$ cat src/rtl/fft_bf_sequencer.sv
// rtl/fft_bf_sequencer.sv - radix-2 in-place FFT butterfly sequencer (stage/address/twiddle/write-back timing)
// Optional macro FFT_SEQ_BITREV_EN: bit-reverse stage-0 read addresses so natural-order input can be used.
module fft_bf_sequencer #(
  parameter int N_LOG2   = 4,
  parameter int PIPE_LAT = 3
) (
  input  logic              clk,
  input  logic              rst,
  input  logic              start,
  input  logic              hold,
  output logic              busy,
  output logic              done,
  output logic [N_LOG2-1:0] stage,
  output logic [N_LOG2-1:0] rd_addr_a,
  output logic [N_LOG2-1:0] rd_addr_b,
  output logic [N_LOG2-2:0] tw_addr,
  output logic              bf_en,
  output logic              bf_en_modify,
  output logic              wr_en,
  output logic [N_LOG2-1:0] wr_addr_a,
  output logic [N_LOG2-1:0] wr_addr_b,
  output logic              bank_sel
);

  localparam int HALF = 1 << (N_LOG2 - 1);
  localparam logic [N_LOG2-2:0] LAST_IDX   = (N_LOG2-1)'(HALF - 1);
  localparam logic [N_LOG2-1:0] LAST_STAGE = N_LOG2'(N_LOG2 - 1);
  localparam logic [3:0]        LAST_DRAIN = 4'(PIPE_LAT - 1);

  typedef enum logic [1:0] {IDLE, RUN, DRAIN, FINISH} state_t;

  state_t            state;
  logic [N_LOG2-2:0] bf_idx;
  logic [3:0]        drain_cnt;
  logic [N_LOG2-1:0] a_r, b_r;
  logic [N_LOG2-2:0] tw_r;
  logic [N_LOG2-2:0] nxt_idx;
  logic [N_LOG2-1:0] nxt_stage;

  logic              en_d [PIPE_LAT];
  logic [N_LOG2-1:0] a_d  [PIPE_LAT];
  logic [N_LOG2-1:0] b_d  [PIPE_LAT];

  function automatic logic [N_LOG2-1:0] addr_a(input logic [N_LOG2-1:0] st, input logic [N_LOG2-2:0] idx);
    int span, grp, pos;
    span = 1 << int'(st);
    grp  = int'(idx) >> int'(st);
    pos  = int'(idx) & (span - 1);
    return N_LOG2'(grp * 2 * span + pos);
  endfunction

  function automatic logic [N_LOG2-1:0] addr_b(input logic [N_LOG2-1:0] st, input logic [N_LOG2-2:0] idx);
    return addr_a(st, idx) + N_LOG2'(1 << int'(st));
  endfunction

  function automatic logic [N_LOG2-2:0] tw_of(input logic [N_LOG2-1:0] st, input logic [N_LOG2-2:0] idx);
    int pos;
    pos = int'(idx) & ((1 << int'(st)) - 1);
    return (N_LOG2-1)'(pos << (N_LOG2 - 1 - int'(st)));
  endfunction

  assign nxt_idx   = bf_idx + 1'b1;
  assign nxt_stage = stage + 1'b1;

  // Address registers always hold the butterfly presented this cycle, so DRAIN keeps them stable.
  always_ff @(posedge clk or posedge rst) begin
    if (rst) begin
      state     <= IDLE;
      stage     <= '0;
      bf_idx    <= '0;
      drain_cnt <= '0;
      a_r       <= '0;
      b_r       <= '0;
      tw_r      <= '0;
      bank_sel  <= 1'b0;
    end else begin
      case (state)
        IDLE: if (start) begin
          state    <= RUN;
          stage    <= '0;
          bf_idx   <= '0;
          bank_sel <= 1'b0;
          a_r      <= addr_a('0, '0);
          b_r      <= addr_b('0, '0);
          tw_r     <= tw_of('0, '0);
        end
        RUN: if (!hold) begin
          if (bf_idx == LAST_IDX) begin
            state     <= DRAIN;
            drain_cnt <= '0;
            bf_idx    <= '0;
          end else begin
            bf_idx <= nxt_idx;
            a_r    <= addr_a(stage, nxt_idx);
            b_r    <= addr_b(stage, nxt_idx);
            tw_r   <= tw_of(stage, nxt_idx);
          end
        end
        DRAIN: if (!hold) begin
          if (drain_cnt == LAST_DRAIN) begin
            if (stage == LAST_STAGE) begin
              state <= FINISH;
            end else begin
              state    <= RUN;
              stage    <= nxt_stage;
              bank_sel <= ~bank_sel;
              a_r      <= addr_a(nxt_stage, '0);
              b_r      <= addr_b(nxt_stage, '0);
              tw_r     <= tw_of(nxt_stage, '0);
            end
          end else begin
            drain_cnt <= drain_cnt + 1'b1;
          end
        end
        FINISH: state <= IDLE;
        default: state <= IDLE;
      endcase
    end
  end

  always_ff @(posedge clk or posedge rst) begin
    if (rst) begin
      for (int k = 0; k < PIPE_LAT; k++) begin
        en_d[k] <= 1'b0;
        a_d[k]  <= '0;
        b_d[k]  <= '0;
      end
    end else if (!hold) begin
      en_d[0] <= (state == RUN);
      a_d[0]  <= a_r;
      b_d[0]  <= b_r;
      for (int k = 1; k < PIPE_LAT; k++) begin
        en_d[k] <= en_d[k-1];
        a_d[k]  <= a_d[k-1];
        b_d[k]  <= b_d[k-1];
      end
    end
  end

  assign busy         = (state == RUN) || (state == DRAIN);
  assign done         = (state == FINISH);
  assign bf_en        = (state == RUN) && !hold;
  assign bf_en_modify = bf_en && (tw_r == '0);
  assign tw_addr      = tw_r;
  assign wr_en        = en_d[PIPE_LAT-1] && !hold;
  assign wr_addr_a    = a_d[PIPE_LAT-1];
  assign wr_addr_b    = b_d[PIPE_LAT-1];

`ifdef FFT_SEQ_BITREV_EN
  function automatic logic [N_LOG2-1:0] bitrev(input logic [N_LOG2-1:0] v);
    logic [N_LOG2-1:0] r;
    for (int i = 0; i < N_LOG2; i++) r[i] = v[N_LOG2-1-i];
    return r;
  endfunction

  assign rd_addr_a = (stage == '0) ? bitrev(a_r) : a_r;
  assign rd_addr_b = (stage == '0) ? bitrev(b_r) : b_r;
`else
  assign rd_addr_a = a_r;
  assign rd_addr_b = b_r;
`endif

endmodule

$ cat config.mk
export PLATFORM = sky130hd
export DESIGN_NAME = fft_bf_sequencer
export DESIGN_NICKNAME = d
export VERILOG_FILES = /design/src/rtl/fft_bf_sequencer.sv
export SDC_FILE = /design/constraint.sdc
export NUM_CORES = 1
export LEC_CHECK = 0
export ABC_AREA = 1
export CAP_MARGIN = 20
export CORE_MARGIN = 2
export CORE_UTILIZATION = 51
export CTS_CLUSTER_DIAMETER = 50
export DETAILED_ROUTE_END_ITERATION = 7
export PLACE_DENSITY_LB_ADDON = 0.12
export SETUP_SLACK_MARGIN = 0.15
export SLEW_MARGIN = 25
export SYNTH_ARGS = -nofsm -noshare
export SYNTH_HDL_FRONTEND = slang
export SYNTH_SLANG_ARGS = --single-unit
$ cat constraint.sdc
create_clock -name clk -period 3.3 [get_ports clk]
set_clock_uncertainty 0.05 [all_clocks]
set_input_delay 0.66 -clock clk [delete_from_list [all_inputs] [get_ports clk]]
set_output_delay 0.66 -clock clk [all_outputs]
set_load 0.02 [all_outputs]
# == After elaboration in Yosys (flattened, before gate mapping) ==
# Index checks and enable logic that the tools add are counted.
# word_totals
inputBits,4
elab_cells,111
reg_bits,52
out_inout_bits,29
# op_classes
addsub,9
multipliers,2
mux,45
shift,6
n_reduce_logical,16
bitwise_logic,2
n_eq_ne,14
# ops
operator,count
$mux W4,19
$mul A31 B32 Y3,2
$shl A1 B4 Y32 const A,2
$and A4 B32 Y32,1
$shl A1 B32 Y3 const A,1
$shl A32 B32 Y3,1
$sub A32 B2 Y32 const B,1
$shr A1 B4 Y31 const A,1
$shr A3 B4 Y31,1
$mux W3,8
$pmux W4 S3,2
$ne A2 B2 Y1 const B,8
$pmux W4 S2,2
$reduce_and A5 Y1,3
$add A4 B4 Y4,3
$mux W2,6
$sub A2 B4 Y5 const A,2
$pmux W3 S3,1
$add A4 B1 Y4 const B,2
$eq A4 B2 Y1 const B,2
$pmux W2 S4,1
$reduce_and A7 Y1,1
$pmux W3 S2,1
$reduce_bool A2 Y1,3
other kinds (14),20

# == Logic depth before layout (Yosys ltp) ==
# Gate-level depths: netlist of run 1.
# depth
word_depth,8
ltp_mapped,23
mapped_depth_nobuf,23

# == Least setup slack after synthesis of run 1 ==
# OpenSTA, ideal clock, no wires.
# synth_path
path_kind,reg-to-reg
startpoint,register stage[0]
endpoint,"register b_r[3], in the netlist rd_addr_b[3]"
slack_ns,-0.141
setup_time_ns,0.116
t_required_ns,3.134
stages_incl_launch_ff,22
t_arrival_ns,3.275
period_less_slack_ns,3.441
cell_sequence,dfrtp_1 -> buf_6 -> inv_2 -> ha_1 -> inv_1 -> nor2_1 -> inv_1 -> ha_1 -> nor2_1 -> ha_1 -> inv_1 -> fa_1 -> inv_1 -> ha_1 -> a21o_1 -> xor2_1 -> inv_1 -> nand3_1 -> nand3_1 -> nand2_1 -> nand2_1 -> nand2_1
# synth_via
elab_chain_len,8
word_cells_on_any_way,21
classes_between,5 x add/sub; 2 x mul; 2 x eq/ne; 4 x shift; 6 x mux; 1 x bitwise; 1 x reduce/logical
# synth_lines
item,line,text
from (decl),13,"output logic [N_LOG2-1:0] stage,"
from (signal assigned),105,stage <= nxt_stage;
branches (longest 8 deep; another with $mul A31 B32 Y3),n/a,
to (signal assigned),84,"b_r <= addr_b('0, '0);"
to (signal assigned),95,"b_r <= addr_b(stage, nxt_idx);"
to (signal assigned),108,"b_r <= addr_b(nxt_stage, '0);"
to (decl),35,"logic [N_LOG2-1:0] a_r, b_r;"
# Several ways; the timed one is not identified. The select of a mux whose other input is x is not followed.
# A chain may end at the register's enable or synchronous reset.

# == Worst setup path after layout of run 1 ==
# layout_path
startpoint,register stage[1]
endpoint,"register b_r[3], in the netlist rd_addr_b[3]"
# The elaborated chain is that of the path after synthesis.

==> flow_summary.html, run 1 <==
<table>
<tr><th>Metric</th><th>Value</th></tr>
<tr><th colspan="2">Logic synthesis</th></tr>
<tr><td>Synthesized netlist cell count</td><td>356</td></tr>
<tr><td>Top-area cell type share of the netlist area</td><td>43.0%</td></tr>
<tr><td>Average cell area after synthesis</td><td>8.51 um2</td></tr>
<tr><td>Yosys warning count</td><td>0</td></tr>
<tr><td>Net count after synthesis</td><td>385</td></tr>
<tr><td>Portion of the post-synthesis area used by sequential elements</td><td>43.0%</td></tr>
<tr><td>Number of register bits inferred by synthesis</td><td>52</td></tr>
<tr><td>Unique cell type count in the Yosys netlist</td><td>35</td></tr>
<tr><td>Cell accounting for the most synthesized area</td><td>dfrtp_1</td></tr>
<tr><td>Post-Synthesis Cell Area</td><td>3030 um2</td></tr>
<tr><td>Cell types occupying the most area after synthesis</td><td>dfrtp_1 (43%), nand2_1 (12%), ha_1 (9.5%), inv_1 (5.9%), o21ai_0 (5.0%)</td></tr>
<tr><th colspan="2">Pwr</th></tr>
<tr><td>Power density over the cells</td><td>992 nW/um2</td></tr>
<tr><td>Reported leakage power</td><td>1.82 nW</td></tr>
<tr><td>Net switching power figure</td><td>1.71 mW</td></tr>
<tr><td>Switching part of the total</td><td>46.5%</td></tr>
<tr><td>Internal power contribution</td><td>1.97 mW</td></tr>
<tr><td>Highest ir drop seen on vdd</td><td>0.000784 V</td></tr>
<tr><td>Clock share of power</td><td>12.5%</td></tr>
<tr><td>Combinational Power Share</td><td>61.5%</td></tr>
<tr><td>Sequential group share of total power</td><td>26.0%</td></tr>
<tr><th colspan="2">Drt</th></tr>
<tr><td>DR WL/cell</td><td>13.5 um</td></tr>
<tr><td>Number of antenna-violating nets in the routed design</td><td>0</td></tr>
<tr><td>Number of DRC violations after detailed routing</td><td>0</td></tr>
<tr><td>Total iterations of the first detailed-routing run</td><td>4</td></tr>
<tr><td>Drt first-iter violations</td><td>121</td></tr>
<tr><td>Vias post-DR</td><td>2389</td></tr>
<tr><td>DR vias/cell</td><td>5.05</td></tr>
<tr><td>Final wirelength</td><td>6.38 mm</td></tr>
<tr><th colspan="2">Timing</th></tr>
<tr><td>Slew of the pin with the lowest slew margin</td><td>0.640 ns</td></tr>
<tr><td>Max Clk Rate</td><td>318 MHz</td></tr>
<tr><td>Final hold violation count</td><td>0</td></tr>
<tr><td>Share of the cycle needed by the critical path after routing</td><td>95.4%</td></tr>
<tr><td>Worst Slack Setup Final</td><td>0.152 ns</td></tr>
<tr><td>Tmin final</td><td>3.15 ns</td></tr>
<tr><td>Final number of max-transition violations</td><td>0</td></tr>
<tr><td>Relative slew slack</td><td>57.3%</td></tr>
<tr><td>Hold Worst Slack</td><td>0.425 ns</td></tr>
<tr><td>Final number of setup-violating endpoints</td><td>0</td></tr>
<tr><td>Unrepaired setup endpoints after global routing</td><td>true</td></tr>
<tr><th colspan="2">Placed design</th></tr>
<tr><td>PortBufs</td><td>32</td></tr>
<tr><td>Setup slack after placement</td><td>0.0972 ns</td></tr>
<tr><td>Placer's final routability congestion estimate</td><td>0.935</td></tr>
<tr><td>Hpwl dp</td><td>4.60 mm</td></tr>
<tr><th colspan="2">Floorplanning</th></tr>
<tr><td>Floorplan core area</td><td>5820 um2</td></tr>
<tr><td>Number of top-level design ports</td><td>33</td></tr>
<tr><td>Die outline area</td><td>6570 um2</td></tr>
<tr><td>Standard-cell row count</td><td>28</td></tr>
<tr><td>Starting density of the core</td><td>52.1%</td></tr>
<tr><td>Die W</td><td>81.1 um</td></tr>
<tr><td>Chip Height</td><td>81.1 um</td></tr>
<tr><th colspan="2">Global routing</th></tr>
<tr><td>Global-route wire length before repair</td><td>11.0 mm</td></tr>
<tr><td>Via count of the first global-routing pass</td><td>2355</td></tr>
<tr><td>Busiest metal layer after global routing</td><td>met2</td></tr>
<tr><td>Initial antenna violation count</td><td>0</td></tr>
<tr><td>Met2 layer usage reported by global route</td><td>36.8%</td></tr>
<tr><td>Grt ovf</td><td>0</td></tr>
<tr><td>GR Layer Usage met1</td><td>28.4%</td></tr>
<tr><td>Overall fraction of global-route tracks in use</td><td>21.8%</td></tr>
<tr><td>Grt met3 use</td><td>3.78%</td></tr>
<tr><td>Largest net degree at the start of global routing</td><td>53</td></tr>
<tr><th colspan="2">Setup path</th></tr>
<tr><td>Endpoint required time on the critical path</td><td>3.47 ns</td></tr>
<tr><td>Maximum net fanout on the critical path</td><td>8</td></tr>
<tr><td>Critical Path End</td><td>rd_addr_b[3]$_DFFE_PP0P_</td></tr>
<tr><td>Crit Path Class</td><td>flip-flop to flip-flop</td></tr>
<tr><td>Capturing point of the worst reg2reg path</td><td>rd_addr_b[3]$_DFFE_PP0P_</td></tr>
<tr><td>Type of origin of the critical path</td><td>flip-flop</td></tr>
<tr><td>Startpoint of the lowest-slack register-to-register path</td><td>stage[1]$_DFFE_PP0P_</td></tr>
<tr><td>Worst R2R Path Depth</td><td>20</td></tr>
<tr><td>Startpoint of the worst setup timing path</td><td>stage[1]$_DFFE_PP0P_</td></tr>
<tr><td>WP data arrival</td><td>3.31 ns</td></tr>
<tr><td>Crit path capture type</td><td>flip-flop</td></tr>
<tr><td>Reg-to-reg setup timing slack</td><td>0.15 ns</td></tr>
<tr><th colspan="2">Clock network</th></tr>
<tr><td>Hold-fix buffer count after cts</td><td>0</td></tr>
<tr><td>Library cell used as clock root buffer</td><td>clkbuf_8</td></tr>
<tr><td>Clock latency at the later pin of the worst-skew pair</td><td>0.31 ns</td></tr>
<tr><td>Clk sinks</td><td>52</td></tr>
<tr><td>Clock H-tree levels</td><td>2</td></tr>
<tr><td>TritonCTS clock tree</td><td>done</td></tr>
<tr><td>Clock edge transition at the registers on the reported setup and hold paths</td><td>0.10 ns</td></tr>
<tr><td>Cts bufs inserted</td><td>5</td></tr>
<tr><td>Clock Tree Buf Depth</td><td>2</td></tr>
<tr><th colspan="2">Cells and area</th></tr>
<tr><td>Final nets</td><td>426</td></tr>
<tr><td>Final antenna diode count</td><td>0</td></tr>
<tr><td>Area Overhead vs Synth</td><td>22.4%</td></tr>
<tr><td>Fraction of layout instances using a drive strength above 1</td><td>18.6%</td></tr>
<tr><th colspan="2">Min path</th></tr>
<tr><td>Class of the tightest hold or removal check</td><td>flip-flop to flip-flop</td></tr>
<tr><th colspan="2">Outcome</th></tr>
<tr><td>Status</td><td>complete, no violations</td></tr>
<tr><th colspan="2">Run</th></tr>
<tr><td>Number of maximum-capacitance violations</td><td>0</td></tr>
</table>
## state kept, by name, indices dropped and copies added, names as in the netlist
register	flops
b_d	8
stage	4
a_d	8
bf_idx	3
bank_sel	1
rd_addr_a	4
wr_addr_a	4
drain_cnt	4
rd_addr_b	4
en_d	3
state	2
tw_addr	3
wr_addr_b	4
## repair_timing
action                     in CTS  in global routing
setup buffers                   2                  7
pin swaps                       3                 10
resized for setup               3                  9
setup endpoints to repair       1                  1
## worst max-delay path, stage by stage (launching register included)
cell      delay (ns)
dfrtp_2         0.44
clkinv_4        0.10
ha_4            0.14
nand2_2         0.06
nor2_4          0.11
inv_2           0.08
ha_4            0.24
nor2_4          0.10
ha_2            0.18
inv_2           0.04
fa_1            0.57
inv_2           0.05
ha_4            0.21
a21o_1          0.20
xor2_2          0.15
inv_1           0.07
nand3_2         0.06
nand3_2         0.07
nand2_1         0.05
nand2_1         0.05
nand2_1         0.04
## logic make-up after synthesis
logic type | count (synthesis) | synth area share, %
flops | 52 | 43.0
other cells | 1 | 0.124
fa+ha+maj | 25 | 10.8
compound gates | 52 | 10.9
buf+inv | 71 | 10.8
simple gates | 150 | 22.9
xor+xnor | 5 | 1.45
## synth_stat cells
cell type	count
a21o_1	2
a21oi_1	4
a31oi_1	2
a32oi_1	1
buf_4	8
buf_6	2
clkbuf_1	6
clkbuf_8	1
conb_1	1
dfrtp_1	52
fa_1	2
ha_1	23
inv_1	48
inv_2	4
inv_4	2
nand2_1	95
nand2_2	2
nand2_4	2
nand3_1	23
nand3b_4	1
nand4_1	4
nand4_4	1
nor2_1	17
nor2_2	1
nor2_8	2
nor3_1	1
nor4_1	1
o21ai_0	30
o21ai_2	1
o21bai_1	1
o221ai_2	2
o22ai_1	3
o22ai_2	3
o31ai_1	3
xor2_1	5
## worst min-delay path by stage
stage / slack (ns) / endpoint / cells past startpoint / start
2_1_floorplan: 0.39 / a_d[4]$_DFFE_PP0N_ / 2 / a_d[8]$_DFFE_PP0N_
3_3_place_gp: 0.40 / b_d[4]$_DFFE_PP0N_ / 2 / b_d[8]$_DFFE_PP0N_
3_5_place_dp: 0.40 / wr_addr_a[3]$_DFFE_PP0N_ / 2 / a_d[7]$_DFFE_PP0N_
4_1_cts: 0.43 / wr_addr_a[3]$_DFFE_PP0N_ / 2 / a_d[7]$_DFFE_PP0N_
5_1_grt: 0.45 / b_d[6]$_DFFE_PP0N_ / 2 / b_d[10]$_DFFE_PP0N_
6_report: 0.43 / b_d[6]$_DFFE_PP0N_ / 2 / b_d[10]$_DFFE_PP0N_
## routing by layer
layer | up-vias | wire [um]
met5 | - | 0
met4 | 0 | 140
met3 | 10 | 225
met2 | 47 | 3100
met1 | 1121 | 2920
li1 | 1211 | -
## final cells by class
type / count / area (um2)
clock inverters: 3 / 46.3
inverters: 54 / 218
fillers: 510 / 2110
flip-flops and latches: 52 / 1300
clock buffers: 5 / 68.8
repair buffers: 51 / 463
multi-input cells: 233 / 1510
well taps: 75 / 93.8
## layout by cell type (no fill, tap or decap), types with 4 or more instances in the layout
master	Yosys	layout
nand2_1	95	93
dfrtp_1	52	50
inv_1	48	41
clkdlybuf4s50_1	0	32
o21ai_0	30	30
nand3_1	23	21
buf_4	8	19
ha_1	23	16
nor2_1	17	12
inv_2	4	9
ha_4	0	5
clkbuf_8	1	5
nand4_1	4	4
a21oi_1	4	4
nand2_2	2	4
nor2_2	1	4
xor2_1	5	4
## power by group through the flow
stage               clock network, mW  registers, mW  logic (mW)
floorplan                           0           1.04        1.47
global placement                    0          0.960        2.07
detailed placement                  0          0.968        2.10
CTS                             0.470          0.955        2.14
global route                    0.496          0.980        2.51
finish                          0.460          0.955        2.26
## metrics by stage
step	power [mW]	setup TNS, ns	utilization, %	area [um2]	std cells
after floorplan	2.51	0	-	3110	356
final	3.68	0	63.7	3710	473
after global routing	3.99	-0.0255	63.7	3710	473
after detailed placement	3.06	0	59.9	3480	456
after CTS	3.57	0	62.4	3630	466
after global placement	3.03	0	59.9	3480	456
(Power assumes the default switching activity.)
==> run 2: changes to the inputs <==
- CORE_UTILIZATION: 51 -> 57
- clock period: 3.3 -> 3.45 ns (I/O delays scaled with it)
==> flow_summary.html, run 2 (same netlist as run 1, synthesis figures left out) <==
<table>
<tr><th>Metric</th><th>Value</th></tr>
<tr><th colspan="2">Timing</th></tr>
<tr><td>Slew of the pin with the lowest slew margin</td><td>0.548 ns (-0.0925 ns)</td></tr>
<tr><td>Final number of max-transition violations</td><td>0 (unchanged)</td></tr>
<tr><td>Setup total negative slack</td><td>0 ns (unchanged)</td></tr>
<tr><td>Max Clk Rate</td><td>310 MHz (-2.5%)</td></tr>
<tr><td>Unrepaired setup endpoints after global routing</td><td>true</td></tr>
<tr><td>Tmin final</td><td>3.23 ns (+0.0801 ns)</td></tr>
<tr><td>Final hold violation count</td><td>0 (unchanged)</td></tr>
<tr><td>Final number of setup-violating endpoints</td><td>0 (unchanged)</td></tr>
<tr><td>Share of the cycle needed by the critical path after routing</td><td>93.6% (-1.8 points)</td></tr>
<tr><td>Relative slew slack</td><td>63.4% (+6.1 points)</td></tr>
<tr><td>Hold Worst Slack</td><td>0.428 ns (+0.00271 ns)</td></tr>
<tr><th colspan="2">Cells and area</th></tr>
<tr><td>Footprint of the flip-flops and latches</td><td>1300 um2 (unchanged)</td></tr>
<tr><td>Final antenna diode count</td><td>0 (unchanged)</td></tr>
<tr><td>Registers with the most flip-flops</td><td>a_d x8, b_d x8</td></tr>
<tr><td>Area Overhead vs Synth</td><td>19.2%</td></tr>
<tr><td>Area of the multi-input gates</td><td>1460 um2 (-3.6%)</td></tr>
<tr><td>Fraction of layout instances using a drive strength above 1</td><td>15.8% (-2.8 points)</td></tr>
<tr><td>Final nets</td><td>421 (-1.2%)</td></tr>
<tr><td>Commonest non-fill, non-tap cell in the layout</td><td>nand2_1</td></tr>
<tr><td>Cell Count, Final, Fillers Out</td><td>463 (-2.1%)</td></tr>
<tr><td>Number of filler instances in the final layout</td><td>423 (-17%)</td></tr>
<tr><td>Leading cell types in the layout, fill and taps excluded</td><td>nand2_1 (94), dfrtp_1 (50), inv_1 (42)</td></tr>
<tr><th colspan="2">Clock network</th></tr>
<tr><td>Clock latency at the later pin of the worst-skew pair</td><td>0.31 ns (about the same)</td></tr>
<tr><td>Library cell used as clock root buffer</td><td>clkbuf_8</td></tr>
<tr><td>Clock Tree Buf Depth</td><td>2 (unchanged)</td></tr>
<tr><td>Clock H-tree levels</td><td>2 (unchanged)</td></tr>
<tr><td>Hold-fix buffer count after cts</td><td>0 (unchanged)</td></tr>
<tr><td>Clk sinks</td><td>52 (unchanged)</td></tr>
<tr><td>Cts bufs inserted</td><td>5 (unchanged)</td></tr>
<tr><td>Clock edge transition at the registers on the reported setup and hold paths</td><td>0.10 ns (about the same)</td></tr>
<tr><td>TritonCTS clock tree</td><td>done</td></tr>
<tr><th colspan="2">Drt</th></tr>
<tr><td>DR WL/cell</td><td>13.4 um (-0.56%)</td></tr>
<tr><td>Uppermost signal routing layer after detailed routing</td><td>met4</td></tr>
<tr><td>Number of antenna-violating nets in the routed design</td><td>0 (unchanged)</td></tr>
<tr><td>DR vias/cell</td><td>5.19 (+2.8%)</td></tr>
<tr><td>Detail Route met2 WL</td><td>3.00 mm (-3.1%)</td></tr>
<tr><td>Vias post-DR</td><td>2405 (+0.67%)</td></tr>
<tr><td>Number of DRC violations after detailed routing</td><td>0 (unchanged)</td></tr>
<tr><td>Total length of routed met3 wires</td><td>255 um (+13%)</td></tr>
<tr><td>Total iterations of the first detailed-routing run</td><td>5 (+1)</td></tr>
<tr><td>Drt first-iter violations</td><td>110 (-9.1%)</td></tr>
<tr><td>Final wirelength</td><td>6.21 mm (-2.7%)</td></tr>
<tr><td>DRT met1 WL</td><td>2.80 mm (-3.8%)</td></tr>
<tr><th colspan="2">Run</th></tr>
<tr><td>Number of maximum-capacitance violations</td><td>0 (unchanged)</td></tr>
<tr><th colspan="2">Global routing</th></tr>
<tr><td>Initial antenna violation count</td><td>0 (unchanged)</td></tr>
<tr><td>Global-route wire length before repair</td><td>10.6 mm (-4.2%)</td></tr>
<tr><td>Grt ovf</td><td>0 (unchanged)</td></tr>
<tr><td>Overall fraction of global-route tracks in use</td><td>22.3% (+0.53 points)</td></tr>
<tr><td>Via count of the first global-routing pass</td><td>2328 (-1.1%)</td></tr>
<tr><td>Largest net degree at the start of global routing</td><td>35 (-34%)</td></tr>
<tr><th colspan="2">Placed design</th></tr>
<tr><td>PortBufs</td><td>32 (unchanged)</td></tr>
<tr><td>Hpwl dp</td><td>4.64 mm (+0.77%)</td></tr>
<tr><td>Placer's final routability congestion estimate</td><td>0.994 (+6.3%)</td></tr>
<tr><td>Number of placed instances, taps included</td><td>449 (-1.5%)</td></tr>
<tr><th colspan="2">Setup path</th></tr>
<tr><td>Crit Path Class</td><td>flip-flop to flip-flop</td></tr>
<tr><td>Endpoint required time on the critical path</td><td>3.65 ns (+0.18 ns)</td></tr>
<tr><td>Worst R2R Path Depth</td><td>20 (unchanged)</td></tr>
<tr><td>Maximum net fanout on the critical path</td><td>4 (-4)</td></tr>
<tr><td>Reg-to-reg setup timing slack</td><td>0.22 ns (+0.07 ns)</td></tr>
<tr><td>Crit path capture type</td><td>flip-flop</td></tr>
<tr><td>Capturing point of the worst reg2reg path</td><td>rd_addr_b[3]$_DFFE_PP0P_</td></tr>
<tr><td>WP data arrival</td><td>3.43 ns (+0.12 ns)</td></tr>
<tr><td>Type of origin of the critical path</td><td>flip-flop</td></tr>
<tr><td>Startpoint of the lowest-slack register-to-register path</td><td>stage[0]$_DFFE_PP0P_</td></tr>
<tr><th colspan="2">Floorplanning</th></tr>
<tr><td>Starting density of the core</td><td>59.3% (+7.2 points)</td></tr>
<tr><td>Die outline area</td><td>5910 um2 (-10%)</td></tr>
<tr><td>Number of top-level design ports</td><td>33 (unchanged)</td></tr>
<tr><td>Floorplan core area</td><td>5110 um2 (-12%)</td></tr>
<tr><td>Die W</td><td>76.9 um (-5.1%)</td></tr>
<tr><td>Standard-cell row count</td><td>26 (-7.1%)</td></tr>
<tr><td>Chip Height</td><td>76.9 um (-5.1%)</td></tr>
<tr><th colspan="2">Pwr</th></tr>
<tr><td>Sequential group share of total power</td><td>27.0% (+1.0 points)</td></tr>
<tr><td>Power density over the cells</td><td>942 nW/um2 (-5.0%)</td></tr>
<tr><td>Switching part of the total</td><td>46.2% (-0.29 points)</td></tr>
<tr><td>Highest ir drop seen on vdd</td><td>0.000622 V (-21%)</td></tr>
<tr><td>Combinational Power Share</td><td>59.9% (-1.6 points)</td></tr>
<tr><td>Internal power contribution</td><td>1.83 mW (-6.9%)</td></tr>
<tr><td>Clock share of power</td><td>13.1% (+0.6 points)</td></tr>
<tr><td>Net switching power figure</td><td>1.57 mW (-8.0%)</td></tr>
<tr><td>Reported leakage power</td><td>1.79 nW (-1.5%)</td></tr>
<tr><th colspan="2">Min path</th></tr>
<tr><td>Startpoint of the lowest-slack hold path</td><td>b_d[4]$_DFFE_PP0N_</td></tr>
<tr><td>Hold Path Sink</td><td>wr_addr_b[0]$_DFFE_PP0N_</td></tr>
<tr><td>Class of the tightest hold or removal check</td><td>flip-flop to flip-flop</td></tr>
<tr><td>Count of cells along the worst hold path</td><td>2 (unchanged)</td></tr>
<tr><th colspan="2">Outcome</th></tr>
<tr><td>Status</td><td>complete, no violations</td></tr>
</table>
[run 2: cell count changes in the layout (fill, tap and decap cells not counted), sizes merged]
cell      previous run  this run
clkinv               2         1
inv                 53        54
clkinvlp             1         0
clkbuf               5         6
buf                 19        14
[run 2: worst max-delay path: stages, from the launching register on]
cell	delay [ns]
dfrtp_2	0.46
inv_6	0.06
ha_1	0.15
inv_2	0.05
nor2_2	0.12
inv_2	0.06
ha_1	0.30
nor2_2	0.11
ha_2	0.17
inv_1	0.05
fa_1	0.56
inv_2	0.05
ha_4	0.26
a21o_1	0.12
xor2_1	0.19
inv_1	0.06
nand3_1	0.08
nand3_1	0.08
nand2_1	0.08
nand2_1	0.05
nand2_1	0.05
[run 2: routing by layer]
metal	vias up	global-route usage, %
li1	1197	-
met1	1136	28.1
met2	59	38.6
met3	13	4.12
met4	0	7.64
met5	-	0
[run 2: how the worst max path moves through the flow]
stage / from / end / cells after the start
floorplan: stage[0]$_DFFE_PP0P_ / rd_addr_b[3]$_DFFE_PP0P_ / 21
finish: stage[0]$_DFFE_PP0P_ / rd_addr_b[3]$_DFFE_PP0P_ / 20
global placement: bf_idx[0]$_DFFE_PP0P_ / rd_addr_b[3]$_DFFE_PP0P_ / 21
CTS: bf_idx[0]$_DFFE_PP0P_ / rd_addr_b[3]$_DFFE_PP0P_ / 21
detailed placement: bf_idx[0]$_DFFE_PP0P_ / rd_addr_b[3]$_DFFE_PP0P_ / 21
global route: bf_idx[1]$_DFFE_PP0P_ / rd_addr_b[3]$_DFFE_PP0P_ / 21
[run 2: cell type report]
cell class	count	area share, %
Clock inverter	2	1.07
Tap cell	70	2.42
Sequential cell	52	36.1
Timing Repair Buffer	46	11.8
Inverter	54	5.96
Multi-Input combinational cell	233	40.4
Clock buffer	6	2.29
[run 2: power by group through the flow]
stage	Combinational (mW)	Clock, mW	Sequential (mW)
after detailed placement	1.88	0	0.927
after global placement	1.85	0	0.922
final	2.04	0.445	0.919
after global routing	2.24	0.481	0.944
after floorplan	1.30	0	0.987
after CTS	1.93	0.452	0.920
[run 2: stage by stage]
stage / utilization [%] / area, um2 / power, mW / setup WS, ns
3_3_place_gp: 66.4 / 3390 / 2.77 / 0.133
2_1_floorplan: - / 3040 / 2.29 / 0.161
5_1_grt: 70.7 / 3610 / 3.67 / 0.00814
3_5_place_dp: 66.4 / 3390 / 2.81 / 0.0357
4_1_cts: 69.7 / 3560 / 3.30 / 0.152
6_report: 70.7 / 3610 / 3.40 / 0.222
[run 2: timing repair]
action / in CTS / in global routing
buffers inserted: 3 / 3
pin swaps: 1 / 9
setup endpoints to repair: 1 / 2
gates resized for setup: 4 / 11
gates cloned: 0 / 0
